## src/rtl/rast_span_emitter.sv

```systemverilog
// Expands horizontal span commands into one 96-bit pixel word per column for the fbwriter FIFO,
// and turns clear requests into the all-ones flush word. Optional clipping: RAST_SPAN_CLIP_EN.
module rast_span_emitter #(
    parameter int unsigned RAST_FBW_FIFO_LEN = 96,
    parameter int unsigned LINE_LEN          = 9,
    parameter int unsigned COL_LEN           = 10,
    parameter int unsigned LINES             = 480,
    parameter int unsigned COLS              = 640
) (
    input  logic                           PLB_clk,
    input  logic                           reset,
    input  logic                           span_valid,
    output logic                           span_ready,
    input  logic [LINE_LEN:0]              span_line,
    input  logic [COL_LEN:0]               span_x0,
    input  logic [COL_LEN:0]               span_x1,
    input  logic [31:0]                    span_color,
    input  logic                           clear_req,
    output logic                           clear_ack,
    input  logic                           fifo_full,
    output logic                           fifo_wr_en,
    output logic [0:RAST_FBW_FIFO_LEN-1]   fifo_din,
    output logic                           busy
);

    typedef enum logic [1:0] {StIdle, StSpan, StClear} state_e;

    localparam logic [COL_LEN:0] XOne = 1;

    state_e                        state_q, state_d;
    logic   [LINE_LEN:0]           line_q, line_d;
    logic   [31:0]                 color_q, color_d;
    logic   [COL_LEN:0]            cur_x_q, cur_x_d;
    logic   [COL_LEN:0]            x_end_q, x_end_d;

    logic   [COL_LEN:0]            x_lo, x_hi, x_end_new;
    logic                          span_drop;
    logic   [0:RAST_FBW_FIFO_LEN-1] pix_word;
    logic                          unused_line_msb;

    // Only the low LINE_LEN bits reach the FIFO word; with clipping they already fit.
    assign unused_line_msb = line_q[LINE_LEN];

    assign x_lo = (span_x0 < span_x1) ? span_x0 : span_x1;
    assign x_hi = (span_x0 < span_x1) ? span_x1 : span_x0;

`ifdef RAST_SPAN_CLIP_EN
    localparam logic [LINE_LEN:0] LinesLim = LINES[LINE_LEN:0];
    localparam logic [COL_LEN:0]  ColsLim  = COLS[COL_LEN:0];
    localparam int unsigned       ColsM1   = COLS - 1;
    localparam logic [COL_LEN:0]  ColsMax  = ColsM1[COL_LEN:0];

    assign span_drop = (span_line >= LinesLim) || (x_lo >= ColsLim);
    assign x_end_new = (x_hi > ColsMax) ? ColsMax : x_hi;
`else
    logic unused_clip_params;

    assign unused_clip_params = ^{LINES, COLS};
    assign span_drop          = 1'b0;
    assign x_end_new          = x_hi;
`endif

    always_comb begin
        pix_word        = '0;
        pix_word[0:15]  = {{(16 - LINE_LEN){1'b0}}, line_q[LINE_LEN-1:0]};
        pix_word[16:31] = {{(16 - COL_LEN){1'b0}}, cur_x_q[COL_LEN-1:0]};
        pix_word[32:63] = color_q;
    end

    always_comb begin
        state_d    = state_q;
        line_d     = line_q;
        color_d    = color_q;
        cur_x_d    = cur_x_q;
        x_end_d    = x_end_q;
        fifo_wr_en = 1'b0;
        fifo_din   = '0;
        clear_ack  = 1'b0;
        span_ready = (state_q == StIdle);
        busy       = (state_q != StIdle);
        case (state_q)
            StIdle: begin
                if (clear_req) begin
                    state_d = StClear;
                end else if (span_valid) begin
                    line_d  = span_line;
                    color_d = span_color;
                    cur_x_d = x_lo;
                    x_end_d = x_end_new;
                    // A dropped span is still consumed; the block simply stays idle.
                    if (!span_drop) state_d = StSpan;
                end
            end
            StSpan: begin
                fifo_wr_en = !fifo_full;
                fifo_din   = pix_word;
                if (!fifo_full) begin
                    cur_x_d = cur_x_q + XOne;
                    if (cur_x_q == x_end_q) state_d = StIdle;
                end
            end
            StClear: begin
                fifo_wr_en = !fifo_full;
                fifo_din   = '1;
                if (!fifo_full) begin
                    clear_ack = 1'b1;
                    state_d   = StIdle;
                end
            end
            default: state_d = StIdle;
        endcase
    end

    always_ff @(posedge PLB_clk) begin
        if (reset) begin
            state_q <= StIdle;
            line_q  <= '0;
            color_q <= '0;
            cur_x_q <= '0;
            x_end_q <= '0;
        end else begin
            state_q <= state_d;
            line_q  <= line_d;
            color_q <= color_d;
            cur_x_q <= cur_x_d;
            x_end_q <= x_end_d;
        end
    end

endmodule

```

## config.mk

```make
export PLATFORM = sky130hd
export DESIGN_NAME = rast_span_emitter
export DESIGN_NICKNAME = d
export VERILOG_FILES = /design/src/rtl/rast_span_emitter.sv
export SDC_FILE = /design/constraint.sdc
export NUM_CORES = 1
export LEC_CHECK = 0
export ABC_AREA = 1
export ABC_CLOCK_PERIOD_IN_PS = 2800
export BUFFER_PORTS_ARGS = -buffer_cell sky130_fd_sc_hd__buf_2
export CORE_ASPECT_RATIO = 2
export CORE_MARGIN = 1.5
export CORE_UTILIZATION = 44
export CTS_BUF_LIST = sky130_fd_sc_hd__clkbuf_4
export CTS_CLUSTER_SIZE = 10
export DETAILED_ROUTE_END_ITERATION = 10
export GPL_ROUTABILITY_DRIVEN = 0
export HOLD_SLACK_MARGIN = 0.1
export PLACE_DENSITY = 0.73
export REMOVE_ABC_BUFFERS = 1
export SLEW_MARGIN = 20
export SYNTH_ARGS = -nofsm -noshare
export SYNTH_HDL_FRONTEND = slang
export SYNTH_SLANG_ARGS = --single-unit
```

## constraint.sdc

```tcl
create_clock -name PLB_clk -period 2.8 [get_ports PLB_clk]
set_input_delay 0.14 -clock PLB_clk [delete_from_list [all_inputs] [get_ports PLB_clk]]
set_output_delay 0.14 -clock PLB_clk [all_outputs]
set_load 0.03 [all_outputs]
```

==> report_table.html, run 1 <==
<table>
<tr><th>Metric</th><th>Value</th></tr>
<tr><th colspan="2">Status</th></tr>
<tr><td>Result of the run</td><td>completed</td></tr>
<tr><th colspan="2">Floorplan</th></tr>
<tr><td># IOs</td><td>between 150 and 200</td></tr>
<tr><td>Core footprint</td><td>between 9000 and 10000 sq um</td></tr>
<tr><td>Die span in y</td><td>around 140 um</td></tr>
<tr><td>Std-Cell Rows</td><td>around 50</td></tr>
<tr><td>Area enclosed by the die boundary</td><td>10500 sq um</td></tr>
<tr><td>Starting density of the core</td><td>44.9%</td></tr>
<tr><td>Die width</td><td>73.1 um</td></tr>
<tr><th colspan="2">Place</th></tr>
<tr><td>Inst Count DP</td><td>slightly below 900</td></tr>
<tr><td>Post-detail-place hpwl</td><td>~8500 um</td></tr>
<tr><td>Quantity of I/O buffers inserted on ports</td><td>~170</td></tr>
<tr><td>Standard cell area after detailed placement</td><td>between 4000 and 5000 sq um</td></tr>
<tr><th colspan="2">Synth</th></tr>
<tr><td>Flops &amp; latches, synth</td><td>65</td></tr>
<tr><td>Share of synthesized area occupied by flip-flops and latches</td><td>between 30% and 40%</td></tr>
<tr><td>Syn Std Cell Area</td><td>roughly 4300 sq um</td></tr>
<tr><td>Ys Warns</td><td>0</td></tr>
<tr><td>Cell count after synthesis</td><td>around 650</td></tr>
<tr><td>Post-Syn Area per Cell</td><td>approximately 6.6 sq um</td></tr>
<tr><td>Number of distinct library cells after synthesis</td><td>37</td></tr>
<tr><th colspan="2">Timing</th></tr>
<tr><td>Final hold vios</td><td>0</td></tr>
<tr><td>Post-route fraction of the period consumed by the critical path</td><td>90.8%</td></tr>
<tr><td>Number of failing setup endpoints in the final timing report</td><td>0</td></tr>
<tr><td>RSZ-0062 raised after global routing</td><td>false</td></tr>
<tr><td>FMAX</td><td>roughly 0.4 GHz</td></tr>
<tr><td>Final period demand of the worst path</td><td>around 2.5 ns</td></tr>
<tr><td>WHS</td><td>~0.14 ns</td></tr>
<tr><td>Max-slew violation count</td><td>0</td></tr>
<tr><td>Measured slew at the worst slew-check pin</td><td>around 0.72 ns</td></tr>
<tr><td>Slew HR</td><td>approximately 52%</td></tr>
<tr><td>Clock Skew</td><td>0.0135 ns</td></tr>
<tr><th colspan="2">Clock tree</th></tr>
<tr><td>CTS Buffer Depth</td><td>2</td></tr>
<tr><td>Clock Sink Count</td><td>65</td></tr>
<tr><td>Clock tree from TritonCTS</td><td>built</td></tr>
<tr><td>Clock latency of the later-clocked register in the worst-skew pair</td><td>between 0.4 and 0.5 ns</td></tr>
<tr><td>Post-CTS setup-driven buffer insertion count</td><td>0</td></tr>
<tr><td>CTS Root Buffer Type</td><td>sky130_fd_sc_hd__clkbuf_4</td></tr>
<tr><td>H-tree depth</td><td>3</td></tr>
<tr><td>Total clock buffers created by CTS</td><td>9</td></tr>
<tr><td>Clock input transition at the sequential cells of the worst setup and hold paths</td><td>0.11 ns</td></tr>
<tr><th colspan="2">Global routing</th></tr>
<tr><td>Maximum number of pins on one net before global-route repair</td><td>62</td></tr>
<tr><td>Overflow left after global routing</td><td>0</td></tr>
<tr><td>Initial antenna violation count</td><td>1</td></tr>
<tr><td>Number of global-route vias before repair</td><td>about 4500</td></tr>
<tr><td>Global-route wire length before repair</td><td>between 15000 and 20000 um</td></tr>
<tr><td>Combined global-route utilization of all metal layers</td><td>between 20 and 25%</td></tr>
<tr><th colspan="2">Detailed routing</th></tr>
<tr><td>Total wire length</td><td>between 10000 and 15000 um</td></tr>
<tr><td>Pre-antenna DRT Iters</td><td>5</td></tr>
<tr><td>Mean number of vias per cell</td><td>slightly below 5</td></tr>
<tr><td>Post-detailed-route count of antenna-violating nets</td><td>0</td></tr>
<tr><td>Routed length per placed instance</td><td>~13 um</td></tr>
<tr><td>Number of vias in the routed layout</td><td>approximately 4700</td></tr>
<tr><td>Count of unresolved DRC violations after routing</td><td>0</td></tr>
<tr><td>Detailed Route Iter0 Violations</td><td>about 290</td></tr>
<tr><th colspan="2">Pwr</th></tr>
<tr><td>Pint</td><td>approximately 1.7 mW</td></tr>
<tr><td>Part of the total power dissipated in the clock network</td><td>25.1%</td></tr>
<tr><td>Leak Pwr</td><td>approximately 2.8 nW</td></tr>
<tr><td>Fraction of power spent switching nets</td><td>about 40%</td></tr>
<tr><td>Power per unit of standard cell area</td><td>between 500 and 600 nW/um^2</td></tr>
<tr><td>Sequential share of power</td><td>a little under two fifths</td></tr>
<tr><td>Worst-case vdd ir drop</td><td>between 300 and 400 uV</td></tr>
<tr><td>Tot Pwr</td><td>~2.9 mW</td></tr>
<tr><td>Comb pwr share</td><td>37.6%</td></tr>
<tr><td>Net switching component of the power</td><td>~1.2 mW</td></tr>
<tr><th colspan="2">Finish</th></tr>
<tr><td>Most frequent cells in the layout</td><td>sky130_fd_sc_hd__buf_2 (167), sky130_fd_sc_hd__nand2_1 (127), sky130_fd_sc_hd__nor2_1 (97)</td></tr>
<tr><td>Share of final-layout standard cells stronger than drive strength 1</td><td>between 20% and 30%</td></tr>
<tr><td>Area Growth Syn to Fin</td><td>30.0%</td></tr>
<tr><td>Commonest non-fill, non-tap cell in the layout</td><td>sky130_fd_sc_hd__buf_2</td></tr>
<tr><td>Total Nets Final</td><td>900</td></tr>
<tr><td>Design area</td><td>approximately 5600 sq um</td></tr>
<tr><td>Non-filler cells, final</td><td>955</td></tr>
<tr><td>Post-layout util</td><td>just under 60%</td></tr>
<tr><th colspan="2">Critical path</th></tr>
<tr><td>Setup Crit Path Kind</td><td>input port to flop</td></tr>
<tr><td>Critical Path RT</td><td>3.18 ns</td></tr>
<tr><td>Worst Path Max Fanout</td><td>43</td></tr>
<tr><td>Kind of launch point of the worst setup path</td><td>input port</td></tr>
<tr><td>Kind of end point of the critical path</td><td>flop</td></tr>
<tr><td>Arr. time, crit path</td><td>approximately 2.9 ns</td></tr>
<tr><td>Slack of the worst reg-to-reg path</td><td>between 0.3 and 0.4 ns</td></tr>
<tr><th colspan="2">Flow run</th></tr>
<tr><td>Max-cap viol count</td><td>0</td></tr>
<tr><th colspan="2">Hold path</th></tr>
<tr><td>Worst hold-check path type</td><td>input port to flop</td></tr>
</table>
[synthesized netlist by cell type]
cell                       instances  area, sq um
sky130_fd_sc_hd__nand2_1         127          477
sky130_fd_sc_hd__nor2_1           97          364
sky130_fd_sc_hd__a21oi_1          80          400
sky130_fd_sc_hd__dfxtp_1          65         1300
sky130_fd_sc_hd__buf_4            48          360
sky130_fd_sc_hd__inv_1            48          180
sky130_fd_sc_hd__o21ai_0          42          210
sky130_fd_sc_hd__o21ai_1          23          115
sky130_fd_sc_hd__clkbuf_1         20         75.1
sky130_fd_sc_hd__ha_1             14          175
sky130_fd_sc_hd__o211ai_1         10         75.1
sky130_fd_sc_hd__buf_2             9         45.0
sky130_fd_sc_hd__nand3_1           9         45.0
sky130_fd_sc_hd__a21oi_2           8         70.1
sky130_fd_sc_hd__buf_6             8         90.1
sky130_fd_sc_hd__o21a_1            6         45.0
sky130_fd_sc_hd__xnor2_1           6         52.6
sky130_fd_sc_hd__clkbuf_2          3         15.0
sky130_fd_sc_hd__inv_2             3         11.3
sky130_fd_sc_hd__nand4_1           3         18.8
sky130_fd_sc_hd__clkinv_1          2         7.51
sky130_fd_sc_hd__nand3_2           2         20.0
sky130_fd_sc_hd__nand3b_1          2         15.0
sky130_fd_sc_hd__nor2_2            2         12.5
sky130_fd_sc_hd__o21ai_2           2         17.5
sky130_fd_sc_hd__xor2_1            2         17.5
sky130_fd_sc_hd__a21o_1            1         7.51
sky130_fd_sc_hd__a31oi_1           1         6.26
sky130_fd_sc_hd__and2_1            1         6.26
sky130_fd_sc_hd__buf_12            1         20.0
sky130_fd_sc_hd__inv_4             1         6.26
sky130_fd_sc_hd__nand2_2           1         6.26
sky130_fd_sc_hd__nor2_4            1         11.3
sky130_fd_sc_hd__nor3_1            1         5.00
sky130_fd_sc_hd__nor3_4            1         16.3
sky130_fd_sc_hd__o21ai_4           1         16.3
sky130_fd_sc_hd__o31ai_1           1         7.51
[cells by family after synthesis]
family                     Yosys count  synth area share [%]
DFF                                 65                  30.1
xor gates and xnor gates             8                  1.62
adders and majority gates           14                  4.05
and+or+nand+nor                    247                  23.1
AOI/OAI and AO/OA                  175                  22.4
buffers and inverters              143                  18.7
[through the flow]
| step | worst slack, ns | setup TNS, ns |
|---|---|---|
| 2_1_floorplan | -13.78 | -1043.30 |
| 3_3_place_gp | 0.870 | 0 |
| 3_5_place_dp | 0.810 | 0 |
| 4_1_cts | 0.316 | 0 |
| 5_1_grt | 0.0898 | 0 |
| 6_report | 0.258 | 0 |
[power groups by stage]
stage,Sequential [mW],Clock [mW],Combinational (mW)
finish,1.08,0.724,1.09
global route,1.09,0.782,1.19
CTS,1.07,0.744,1.08
detailed placement,1.10,0,1.00
global placement,1.09,0,0.985
floorplan,1.08,0,0.689
[worst max-delay path, cell delays in order]
cell                            delay, ns
sky130_fd_sc_hd__dlygate4sd3_1       0.53
sky130_fd_sc_hd__buf_2               0.14
sky130_fd_sc_hd__ha_1                0.29
sky130_fd_sc_hd__nand2_1             0.08
sky130_fd_sc_hd__nor2_1              0.16
sky130_fd_sc_hd__and2_1              0.17
sky130_fd_sc_hd__nand2_1             0.08
sky130_fd_sc_hd__nand3_2             0.06
sky130_fd_sc_hd__buf_4               0.35
sky130_fd_sc_hd__a21oi_1             0.13
sky130_fd_sc_hd__o21ai_1             0.11
sky130_fd_sc_hd__dlygate4sd3_1       0.57
sky130_fd_sc_hd__nand2_1             0.06
sky130_fd_sc_hd__inv_1               0.05
[metal layers]
metal	share of wire (%)	track usage, %	vias up
met4	4.7	17.2	0
met5	0	0	-
met2	54	44.3	166
li1	-	-	2385
met1	37	23.5	2149
met3	4.0	4.66	47
[timing repair]
item                      in CTS  in global routing
gates resized for setup        0                  0
hold endpoints to repair      64                  0
hold buffers                  66                  0
[path summary, 6_finish.rpt]
check / startpoint / to / depth (start not counted)
min: span_x1[3] / x_end_q[3]$_SDFFE_PP0P_ / 5
max reg2reg: state_q[1]$_SDFFE_PP0P_ / x_end_q[5]$_SDFFE_PP0P_ / 10
max: span_x0[10] / x_end_q[5]$_SDFFE_PP0P_ / 14
min reg2reg: state_q[0]$_SDFFE_PP0P_ / state_q[0]$_SDFFE_PP0P_ / 2
[layout make-up]
type | instances | area (sq um)
sequential | 65 | 1300
clock buffer | 9 | 67.6
antenna | 1 | 2.50
tap | 132 | 165
fill | 901 | 4010
timing repair buffer | 243 | 1570
inverter | 54 | 205
multi-input combinational | 444 | 2220
clock inverter | 7 | 95.1
[state kept, by name, indices dropped and copies added, names as in the netlist]
register and cells:
x_end_q 11, line_q 9, color_q 32, state_q 2
cur_x_q 11
(Power assumes the default switching activity.)
==> run 2, diff against run 1 <==
--- a/config.mk
+++ b/config.mk
@@ -6,7 +6,7 @@
 export NUM_CORES = 1
 export LEC_CHECK = 0
 export ABC_AREA = 1
-export ABC_CLOCK_PERIOD_IN_PS = 2800
+export ABC_CLOCK_PERIOD_IN_PS = 2950
 export BUFFER_PORTS_ARGS = -buffer_cell sky130_fd_sc_hd__buf_2
 export CORE_ASPECT_RATIO = 2
 export CORE_MARGIN = 1.5
@@ -15,6 +15,7 @@
 export CTS_CLUSTER_SIZE = 10
 export DETAILED_ROUTE_END_ITERATION = 10
 export GPL_ROUTABILITY_DRIVEN = 0
+export GPL_TIMING_DRIVEN = 0
 export HOLD_SLACK_MARGIN = 0.1
 export PLACE_DENSITY = 0.73
 export REMOVE_ABC_BUFFERS = 1
==> constraint.sdc (replaced) <==
create_clock -name PLB_clk -period 2.95 [get_ports PLB_clk]
set_input_delay 0.1475 -clock PLB_clk [delete_from_list [all_inputs] [get_ports PLB_clk]]
set_output_delay 0.1475 -clock PLB_clk [all_outputs]
set_load 0.03 [all_outputs]
==> report_table.html, run 2 (synthesis results as in run 1) <==
<table>
<tr><th>Metric</th><th>Value</th></tr>
<tr><th colspan="2">Critical path</th></tr>
<tr><td>CP Capture Point</td><td>fifo_din[63] (was x_end_q[5]$_SDFFE_PP0P_)</td></tr>
<tr><td>Kind of end point of the critical path</td><td>primary output (was flop)</td></tr>
<tr><td>Startpoint of the lowest-slack register-to-register path</td><td>state_q[0]$_SDFFE_PP0P_ (was state_q[1]$_SDFFE_PP0P_)</td></tr>
<tr><td>Worst Path Max Fanout</td><td>52 (was 43)</td></tr>
<tr><td>Critical Path Start</td><td>state_q[0]$_SDFFE_PP0P_ (was span_x0[10])</td></tr>
<tr><td>Worst-case reg-to-reg path depth</td><td>10 (unchanged)</td></tr>
<tr><td>Kind of launch point of the worst setup path</td><td>flop (was input port)</td></tr>
<tr><td>Slack of the worst reg-to-reg path</td><td>0.41 ns (was 0.37 ns)</td></tr>
<tr><td>Reg-to-Reg End</td><td>x_end_q[6]$_SDFFE_PP0P_ (was x_end_q[5]$_SDFFE_PP0P_)</td></tr>
<tr><td>Setup Crit Path Kind</td><td>flop to primary output (was input port to flop)</td></tr>
<tr><td>Arr. time, crit path</td><td>2.54 ns (was 2.92 ns)</td></tr>
<tr><td>Critical Path RT</td><td>2.80 ns (was 3.18 ns)</td></tr>
<tr><th colspan="2">Floorplan</th></tr>
<tr><td># IOs</td><td>169 (unchanged)</td></tr>
<tr><td>Die span in y</td><td>143 um (unchanged)</td></tr>
<tr><td>Core footprint</td><td>9640 sq um (unchanged)</td></tr>
<tr><td>Std-Cell Rows</td><td>51 (unchanged)</td></tr>
<tr><td>Die width</td><td>73.1 um (unchanged)</td></tr>
<tr><td>Starting density of the core</td><td>44.9% (unchanged)</td></tr>
<tr><td>Area enclosed by the die boundary</td><td>10500 sq um (unchanged)</td></tr>
<tr><th colspan="2">Finish</th></tr>
<tr><td>Design area</td><td>5550 sq um (was 5620 sq um)</td></tr>
<tr><td>Share of final-layout standard cells stronger than drive strength 1</td><td>25.8% (was 26.2%)</td></tr>
<tr><td>Commonest non-fill, non-tap cell in the layout</td><td>sky130_fd_sc_hd__buf_2 (unchanged)</td></tr>
<tr><td>Area Growth Syn to Fin</td><td>28.3% (was 30.0%)</td></tr>
<tr><td>Non-filler cells, final</td><td>944 (was 955)</td></tr>
<tr><td>Total Nets Final</td><td>890 (was 900)</td></tr>
<tr><td>Post-layout util</td><td>57.6% (was 58.4%)</td></tr>
<tr><td>Top Registers</td><td>color_q: 32 flops, cur_x_q: 11 flops, x_end_q: 11 flops (unchanged)</td></tr>
<tr><td>Most frequent cells in the layout</td><td>sky130_fd_sc_hd__buf_2 (167), sky130_fd_sc_hd__nand2_1 (127), sky130_fd_sc_hd__nor2_1 (97) (unchanged)</td></tr>
<tr><td>Number of filler instances in the final layout</td><td>907 (was 901)</td></tr>
<tr><td>Register containing the most flip-flops in the final layout</td><td>color_q (unchanged)</td></tr>
<tr><td>Max FFs per register</td><td>32 (unchanged)</td></tr>
<tr><th colspan="2">Pwr</th></tr>
<tr><td>Net switching component of the power</td><td>1.06 mW (was 1.16 mW)</td></tr>
<tr><td>Power per unit of standard cell area</td><td>467 nW/um^2 (was 513 nW/um^2)</td></tr>
<tr><td>Part of the total power dissipated in the clock network</td><td>21.2% (was 25.1%)</td></tr>
<tr><td>Leak Pwr</td><td>2.77 nW (was 2.79 nW)</td></tr>
<tr><td>Comb pwr share</td><td>39.4% (was 37.6%)</td></tr>
<tr><td>Pint</td><td>1.53 mW (was 1.72 mW)</td></tr>
<tr><td>Fraction of power spent switching nets</td><td>41.0% (was 40.3%)</td></tr>
<tr><td>Sequential share of power</td><td>39.4% (was 37.3%)</td></tr>
<tr><td>Worst-case vdd ir drop</td><td>292 uV (was 333 uV)</td></tr>
<tr><th colspan="2">Place</th></tr>
<tr><td>Standard cell area after detailed placement</td><td>4800 sq um (about the same)</td></tr>
<tr><td>Setup WS pre-CTS</td><td>-0.125 ns (was 0.810 ns)</td></tr>
<tr><td>Quantity of I/O buffers inserted on ports</td><td>167 (unchanged)</td></tr>
<tr><td>Post-detail-place hpwl</td><td>8240 um (was 8510 um)</td></tr>
<tr><td>Inst Count DP</td><td>866 (was 872)</td></tr>
<tr><th colspan="2">Clock tree</th></tr>
<tr><td>Clock Sink Count</td><td>65 (unchanged)</td></tr>
<tr><td>Clock tree from TritonCTS</td><td>built (unchanged)</td></tr>
<tr><td>H-tree depth</td><td>3 (unchanged)</td></tr>
<tr><td>Total clock buffers created by CTS</td><td>9 (unchanged)</td></tr>
<tr><td>Clock latency of the later-clocked register in the worst-skew pair</td><td>0.41 ns (was 0.43 ns)</td></tr>
<tr><td>CTS Root Buffer Type</td><td>sky130_fd_sc_hd__clkbuf_4 (unchanged)</td></tr>
<tr><td>Clock input transition at the sequential cells of the worst setup and hold paths</td><td>0.10 ns (was 0.11 ns)</td></tr>
<tr><td>CTS Buffer Depth</td><td>2 (unchanged)</td></tr>
<tr><th colspan="2">Timing</th></tr>
<tr><td>FMAX</td><td>around 0.37 GHz</td></tr>
<tr><td>Max-slew violation count</td><td>0 (unchanged)</td></tr>
<tr><td>Final hold vios</td><td>0 (unchanged)</td></tr>
<tr><td>Final period demand of the worst path</td><td>between 2 and 3 ns</td></tr>
<tr><td>Measured slew at the worst slew-check pin</td><td>1.06 ns (was 0.722 ns)</td></tr>
<tr><td>Number of failing setup endpoints in the final timing report</td><td>0 (unchanged)</td></tr>
<tr><td>Clock Skew</td><td>0.0116 ns (was 0.0135 ns)</td></tr>
<tr><td>Post-route worst setup slack</td><td>0.262 ns (was 0.258 ns)</td></tr>
<tr><td>RSZ-0062 raised after global routing</td><td>false (unchanged)</td></tr>
<tr><td>Post-route fraction of the period consumed by the critical path</td><td>between 90% and 100%</td></tr>
<tr><td>Slew HR</td><td>29.5% (was 51.8%)</td></tr>
<tr><th colspan="2">Hold path</th></tr>
<tr><td>Worst hold-check path type</td><td>input port to flop (unchanged)</td></tr>
<tr><td>Hold Crit Depth</td><td>5 (unchanged)</td></tr>
<tr><th colspan="2">Detailed routing</th></tr>
<tr><td>Total wire length</td><td>12400 um (was 12700 um)</td></tr>
<tr><td>Mean number of vias per cell</td><td>5.00 (was 4.97)</td></tr>
<tr><td>Detailed Route Iter0 Violations</td><td>276 (was 287)</td></tr>
<tr><td>Post-detailed-route count of antenna-violating nets</td><td>0 (unchanged)</td></tr>
<tr><td>Number of vias in the routed layout</td><td>4719 (was 4747)</td></tr>
<tr><td>Routed length per placed instance</td><td>13.2 um (was 13.3 um)</td></tr>
<tr><td>Pre-antenna DRT Iters</td><td>5 (unchanged)</td></tr>
<tr><td>Count of unresolved DRC violations after routing</td><td>0 (unchanged)</td></tr>
<tr><th colspan="2">Global routing</th></tr>
<tr><td>Number of global-route vias before repair</td><td>4337 (was 4457)</td></tr>
<tr><td>Combined global-route utilization of all metal layers</td><td>23.7% (was 24.3%)</td></tr>
<tr><td>Overflow left after global routing</td><td>0 (unchanged)</td></tr>
<tr><td>Maximum number of pins on one net before global-route repair</td><td>58 (was 62)</td></tr>
<tr><td>Global-route wire length before repair</td><td>19400 um (was 19600 um)</td></tr>
<tr><td>Initial antenna violation count</td><td>1 (unchanged)</td></tr>
<tr><th colspan="2">Flow run</th></tr>
<tr><td>Max-cap viol count</td><td>0 (unchanged)</td></tr>
<tr><th colspan="2">Status</th></tr>
<tr><td>Result of the run</td><td>completed (unchanged)</td></tr>
</table>
## run 2: critical path: stages, from the launching register on
cell and delay, ns:
sky130_fd_sc_hd__dfxtp_1 0.34, sky130_fd_sc_hd__inv_1 0.09, sky130_fd_sc_hd__ha_2 0.60, sky130_fd_sc_hd__clkinv_4 0.47, sky130_fd_sc_hd__a21oi_1 0.33, sky130_fd_sc_hd__buf_2 0.26
## run 2: final cells by class
| type | count | area [sq um] | area share, % |
|---|---|---|---|
| clock buffer | 9 | 67.6 | 1.22 |
| antenna | 1 | 2.50 | 0.0451 |
| timing repair buffer | 233 | 1530 | 27.6 |
| sequential | 65 | 1300 | 23.4 |
| multi-input combinational | 444 | 2220 | 40.0 |
| inverter | 54 | 211 | 3.81 |
| tap | 132 | 165 | 2.98 |
| clock inverter | 6 | 50.0 | 0.902 |
## run 2: layer usage
layer | wire [um] | vias to the layer above | track usage, %
met4 | 553 | 0 | 14.7
met3 | 566 | 48 | 4.45
met1 | 4690 | 2114 | 24.7
met5 | 0 | - | 0
li1 | - | 2362 | -
met2 | 6640 | 195 | 42.1
## run 2: how the worst min path moves through the flow
stage | startpoint | endpoint
final | span_x1[5] | x_end_q[5]$_SDFFE_PP0P_
after global placement | span_line[7] | line_q[7]$_SDFFE_PP0P_
after CTS | span_x1[5] | x_end_q[5]$_SDFFE_PP0P_
after detailed placement | span_line[0] | line_q[0]$_SDFFE_PP0P_
after global routing | span_x1[4] | x_end_q[4]$_SDFFE_PP0P_
after floorplan | reset | state_q[0]$_SDFFE_PP0P_
## run 2: power by group through the flow
stage	clock [mW]	sequential [mW]	combinational, mW
after floorplan	0	1.02	0.654
after global placement	0	1.03	0.921
after global routing	0.602	1.03	1.12
after detailed placement	0	1.04	0.949
after CTS	0.563	1.02	1.02
final	0.549	1.02	1.02
## run 2: what timing repair did
action / CTS / global route
resized for setup: 2 / 0
setup endpoints to repair: 52 / 0
setup buffers: 0 / 0
hold buffers: 61 / 1
endpoints found under the hold margin: 61 / 1
## run 2: metrics by stage
step | setup TNS [ns] | total power, mW | hold slack [ns]
5_1_grt | 0 | 2.75 | 0.126
6_report | 0 | 2.59 | 0.129
3_5_place_dp | -1.51 | 1.99 | 0.377
3_3_place_gp | -60.08 | 1.96 | 0.373
4_1_cts | 0 | 2.60 | 0.101
2_1_floorplan | -1028.07 | 1.68 | 0.217
==> run 3, diff against run 2 <==
--- a/config.mk
+++ b/config.mk
@@ -10,14 +10,14 @@
 export BUFFER_PORTS_ARGS = -buffer_cell sky130_fd_sc_hd__buf_2
 export CORE_ASPECT_RATIO = 2
 export CORE_MARGIN = 1.5
-export CORE_UTILIZATION = 44
+export CORE_UTILIZATION = 55
 export CTS_BUF_LIST = sky130_fd_sc_hd__clkbuf_4
 export CTS_CLUSTER_SIZE = 10
 export DETAILED_ROUTE_END_ITERATION = 10
 export GPL_ROUTABILITY_DRIVEN = 0
 export GPL_TIMING_DRIVEN = 0
 export HOLD_SLACK_MARGIN = 0.1
-export PLACE_DENSITY = 0.73
+export PLACE_DENSITY = 0.89
 export REMOVE_ABC_BUFFERS = 1
 export SLEW_MARGIN = 20
 export SYNTH_ARGS = -nofsm -noshare
==> report_table.html, run 3 (synthesis results as in run 1) <==
<table>
<tr><th>Metric</th><th>Value</th></tr>
<tr><th colspan="2">Timing</th></tr>
<tr><td>RSZ-0062 raised after global routing</td><td>false (unchanged)</td></tr>
<tr><td>Post-route worst setup slack</td><td>0.242 ns (was 0.262 ns)</td></tr>
<tr><td>Final period demand of the worst path</td><td>2.71 ns (was 2.69 ns)</td></tr>
<tr><td>Max-slew violation count</td><td>0 (unchanged)</td></tr>
<tr><td>Measured slew at the worst slew-check pin</td><td>0.861 ns (was 1.06 ns)</td></tr>
<tr><td>Post-route fraction of the period consumed by the critical path</td><td>91.8% (was 91.1%)</td></tr>
<tr><td>Final hold vios</td><td>0 (unchanged)</td></tr>
<tr><td>Clock Skew</td><td>0.0211 ns (was 0.0116 ns)</td></tr>
<tr><td>FMAX</td><td>0.369 GHz (was 0.372 GHz)</td></tr>
<tr><td>Slew HR</td><td>42.6% (was 29.5%)</td></tr>
<tr><td>Number of failing setup endpoints in the final timing report</td><td>0 (unchanged)</td></tr>
<tr><th colspan="2">Clock tree</th></tr>
<tr><td>CTS Buffer Depth</td><td>2 (unchanged)</td></tr>
<tr><td>Clock latency of the later-clocked register in the worst-skew pair</td><td>0.43 ns (was 0.41 ns)</td></tr>
<tr><td>CTS Root Buffer Type</td><td>sky130_fd_sc_hd__clkbuf_4 (unchanged)</td></tr>
<tr><td>Clock Sink Count</td><td>65 (unchanged)</td></tr>
<tr><td>Total clock buffers created by CTS</td><td>9 (unchanged)</td></tr>
<tr><td>Clock tree from TritonCTS</td><td>built (unchanged)</td></tr>
<tr><td>Clock input transition at the sequential cells of the worst setup and hold paths</td><td>0.11 ns (was 0.10 ns)</td></tr>
<tr><td>H-tree depth</td><td>3 (unchanged)</td></tr>
<tr><th colspan="2">Place</th></tr>
<tr><td>Quantity of I/O buffers inserted on ports</td><td>167 (unchanged)</td></tr>
<tr><td>Setup WS pre-CTS</td><td>-0.0979 ns (was -0.125 ns)</td></tr>
<tr><td>Standard cell area after detailed placement</td><td>4730 sq um (was 4800 sq um)</td></tr>
<tr><td>Post-detail-place hpwl</td><td>7790 um (was 8240 um)</td></tr>
<tr><th colspan="2">Critical path</th></tr>
<tr><td>Startpoint of the lowest-slack register-to-register path</td><td>state_q[1]$_SDFFE_PP0P_ (was state_q[0]$_SDFFE_PP0P_)</td></tr>
<tr><td>Setup Crit Path Kind</td><td>flop to flop (was flop to primary output)</td></tr>
<tr><td>Worst Path Max Fanout</td><td>57 (was 52)</td></tr>
<tr><td>Reg-to-Reg End</td><td>x_end_q[1]$_SDFFE_PP0P_ (was x_end_q[6]$_SDFFE_PP0P_)</td></tr>
<tr><td>Critical Path RT</td><td>3.28 ns (was 2.80 ns)</td></tr>
<tr><td>Kind of launch point of the worst setup path</td><td>flop (unchanged)</td></tr>
<tr><td>Kind of end point of the critical path</td><td>flop (was primary output)</td></tr>
<tr><td>Worst-case reg-to-reg path depth</td><td>11 (was 10)</td></tr>
<tr><td>Arr. time, crit path</td><td>3.03 ns (was 2.54 ns)</td></tr>
<tr><td>Slack of the worst reg-to-reg path</td><td>0.24 ns (was 0.41 ns)</td></tr>
<tr><th colspan="2">Floorplan</th></tr>
<tr><td>Die span in y</td><td>128 um (was 143 um)</td></tr>
<tr><td>Core footprint</td><td>7600 sq um (was 9640 sq um)</td></tr>
<tr><td>Starting density of the core</td><td>56.9% (was 44.9%)</td></tr>
<tr><td>Die width</td><td>65.7 um (was 73.1 um)</td></tr>
<tr><td>Std-Cell Rows</td><td>45 (was 51)</td></tr>
<tr><td>Area enclosed by the die boundary</td><td>8440 sq um (was 10500 sq um)</td></tr>
<tr><td># IOs</td><td>169 (unchanged)</td></tr>
<tr><th colspan="2">Hold path</th></tr>
<tr><td>Worst hold-check path type</td><td>input port to flop (unchanged)</td></tr>
<tr><td>Hold Crit Depth</td><td>5 (unchanged)</td></tr>
<tr><td>HP Start</td><td>span_x1[7] (was span_x1[5])</td></tr>
<tr><td>End point of the most critical hold path</td><td>cur_x_q[7]$_SDFFE_PP0P_ (was x_end_q[5]$_SDFFE_PP0P_)</td></tr>
<tr><th colspan="2">Flow run</th></tr>
<tr><td>Max-cap viol count</td><td>0 (unchanged)</td></tr>
<tr><th colspan="2">Pwr</th></tr>
<tr><td>Worst-case vdd ir drop</td><td>353 uV (was 292 uV)</td></tr>
<tr><td>Leak Pwr</td><td>2.75 nW (was 2.77 nW)</td></tr>
<tr><td>Sequential share of power</td><td>38.9% (was 39.4%)</td></tr>
<tr><td>Comb pwr share</td><td>39.2% (was 39.4%)</td></tr>
<tr><td>Tot Pwr</td><td>2.63 mW (was 2.59 mW)</td></tr>
<tr><td>Pint</td><td>1.56 mW (was 1.53 mW)</td></tr>
<tr><td>Part of the total power dissipated in the clock network</td><td>21.9% (was 21.2%)</td></tr>
<tr><td>Net switching component of the power</td><td>1.07 mW (was 1.06 mW)</td></tr>
<tr><td>Power per unit of standard cell area</td><td>477 nW/um^2 (was 467 nW/um^2)</td></tr>
<tr><td>Fraction of power spent switching nets</td><td>40.8% (was 41.0%)</td></tr>
<tr><th colspan="2">Detailed routing</th></tr>
<tr><td>Routed length per placed instance</td><td>14.1 um (was 13.2 um)</td></tr>
<tr><td>Post-detailed-route count of antenna-violating nets</td><td>0 (unchanged)</td></tr>
<tr><td>Number of vias in the routed layout</td><td>4858 (was 4719)</td></tr>
<tr><td>Total wire length</td><td>12800 um (was 12400 um)</td></tr>
<tr><td>Mean number of vias per cell</td><td>5.36 (was 5.00)</td></tr>
<tr><td>Pre-antenna DRT Iters</td><td>5 (unchanged)</td></tr>
<tr><td>Detailed Route Iter0 Violations</td><td>434 (was 276)</td></tr>
<tr><td>Count of unresolved DRC violations after routing</td><td>0 (unchanged)</td></tr>
<tr><th colspan="2">Global routing</th></tr>
<tr><td>Overflow left after global routing</td><td>0 (unchanged)</td></tr>
<tr><td>Global-route wire length before repair</td><td>20200 um (was 19400 um)</td></tr>
<tr><td>Maximum number of pins on one net before global-route repair</td><td>59 (was 58)</td></tr>
<tr><td>Initial antenna violation count</td><td>1 (unchanged)</td></tr>
<tr><td>Combined global-route utilization of all metal layers</td><td>30.4% (was 23.7%)</td></tr>
<tr><td>Number of global-route vias before repair</td><td>4504 (was 4337)</td></tr>
<tr><th colspan="2">Finish</th></tr>
<tr><td>Design area</td><td>5510 sq um (was 5550 sq um)</td></tr>
<tr><td>Total Nets Final</td><td>890 (unchanged)</td></tr>
<tr><td>Area Growth Syn to Fin</td><td>27.3% (was 28.3%)</td></tr>
<tr><td>Commonest non-fill, non-tap cell in the layout</td><td>sky130_fd_sc_hd__buf_2 (unchanged)</td></tr>
<tr><td>Most frequent cells in the layout</td><td>sky130_fd_sc_hd__buf_2 (167), sky130_fd_sc_hd__nand2_1 (127), sky130_fd_sc_hd__nor2_1 (97) (unchanged)</td></tr>
<tr><td>Number of filler instances in the final layout</td><td>585 (was 907)</td></tr>
<tr><td>Register containing the most flip-flops in the final layout</td><td>color_q (unchanged)</td></tr>
<tr><td>Top Registers</td><td>color_q: 32 flops, cur_x_q: 11 flops, x_end_q: 11 flops (unchanged)</td></tr>
<tr><td>Share of final-layout standard cells stronger than drive strength 1</td><td>25.9% (was 25.8%)</td></tr>
<tr><td>Max FFs per register</td><td>32 (unchanged)</td></tr>
<tr><th colspan="2">Status</th></tr>
<tr><td>Result of the run</td><td>completed (unchanged)</td></tr>
</table>
run 3: per-layer routing:
layer	global-route usage, %	share of wire, %	vias to the layer above
met4	18.3	4.3	0
met3	7.08	5.5	54
met2	54.8	54	228
met5	0	0	-
met1	30.5	36	2209
li1	-	-	2367
run 3: power groups by stage:
| stage | Sequential [mW] | Clock, mW | Combinational, mW |
|---|---|---|---|
| finish | 1.02 | 0.575 | 1.03 |
| global route | 1.03 | 0.616 | 1.12 |
| global placement | 1.03 | 0 | 0.911 |
| CTS | 1.02 | 0.578 | 1.01 |
| detailed placement | 1.04 | 0 | 0.940 |
| floorplan | 1.02 | 0 | 0.654 |
run 3: what timing repair did:
item / in CTS / in global routing
buffers inserted: 0 / 0
hold buffers: 63 / 0
endpoints found under the hold margin: 62 / 0
pin swaps: 0 / 0
gates resized for setup: 2 / 3
endpoints found under the setup margin: 52 / 9
run 3: how the worst max path moves through the flow:
| stage | startpoint | end | slack, ns |
|---|---|---|---|
| finish | state_q[1]$_SDFFE_PP0P_ | x_end_q[1]$_SDFFE_PP0P_ | 0.24 |
| detailed placement | state_q[0]$_SDFFE_PP0P_ | fifo_din[14] | -0.1 |
| global placement | state_q[0]$_SDFFE_PP0P_ | x_end_q[3]$_SDFFE_PP0P_ | -0.61 |
| global route | state_q[0]$_SDFFE_PP0P_ | fifo_din[14] | 0.02 |
| CTS | state_q[1]$_SDFFE_PP0P_ | x_end_q[0]$_SDFFE_PP0P_ | 0.04 |
| floorplan | state_q[0]$_SDFFE_PP0P_ | fifo_din[10] | -13.64 |
run 3: final cells by class:
class                   instances  area, sq um  area share (%)
multi-input cells             444         2230            40.4
well taps                      94          118            2.14
repair buffers                233         1520            27.5
inverters                      54          214            3.89
diodes                          1         2.50          0.0454
clock inverters                 5         46.3           0.841
flip-flops and latches         65         1300            23.6
clock buffers                  11         82.6            1.50
run 3: critical path: stages, from the launching register on:
cell	delay [ns]
sky130_fd_sc_hd__dfxtp_1	0.35
sky130_fd_sc_hd__inv_1	0.08
sky130_fd_sc_hd__ha_1	0.23
sky130_fd_sc_hd__inv_2	0.08
sky130_fd_sc_hd__nor3_4	0.43
sky130_fd_sc_hd__buf_8	0.24
sky130_fd_sc_hd__inv_4	0.23
sky130_fd_sc_hd__a21oi_1	0.19
sky130_fd_sc_hd__o21ai_1	0.08
sky130_fd_sc_hd__dlygate4sd3_1	0.57
sky130_fd_sc_hd__nand2_1	0.06
sky130_fd_sc_hd__inv_1	0.03
run 3: through the flow:
step,instances,util (%),hold slack [ns],setup TNS [ns]
floorplan,563,-,0.217,-1028.07
global placement,824,61.5,0.371,-50.86
detailed placement,827,62.2,0.380,-0.657
CTS,906,72.3,0.119,0
global route,907,72.4,0.147,0
finish,907,72.4,0.131,0
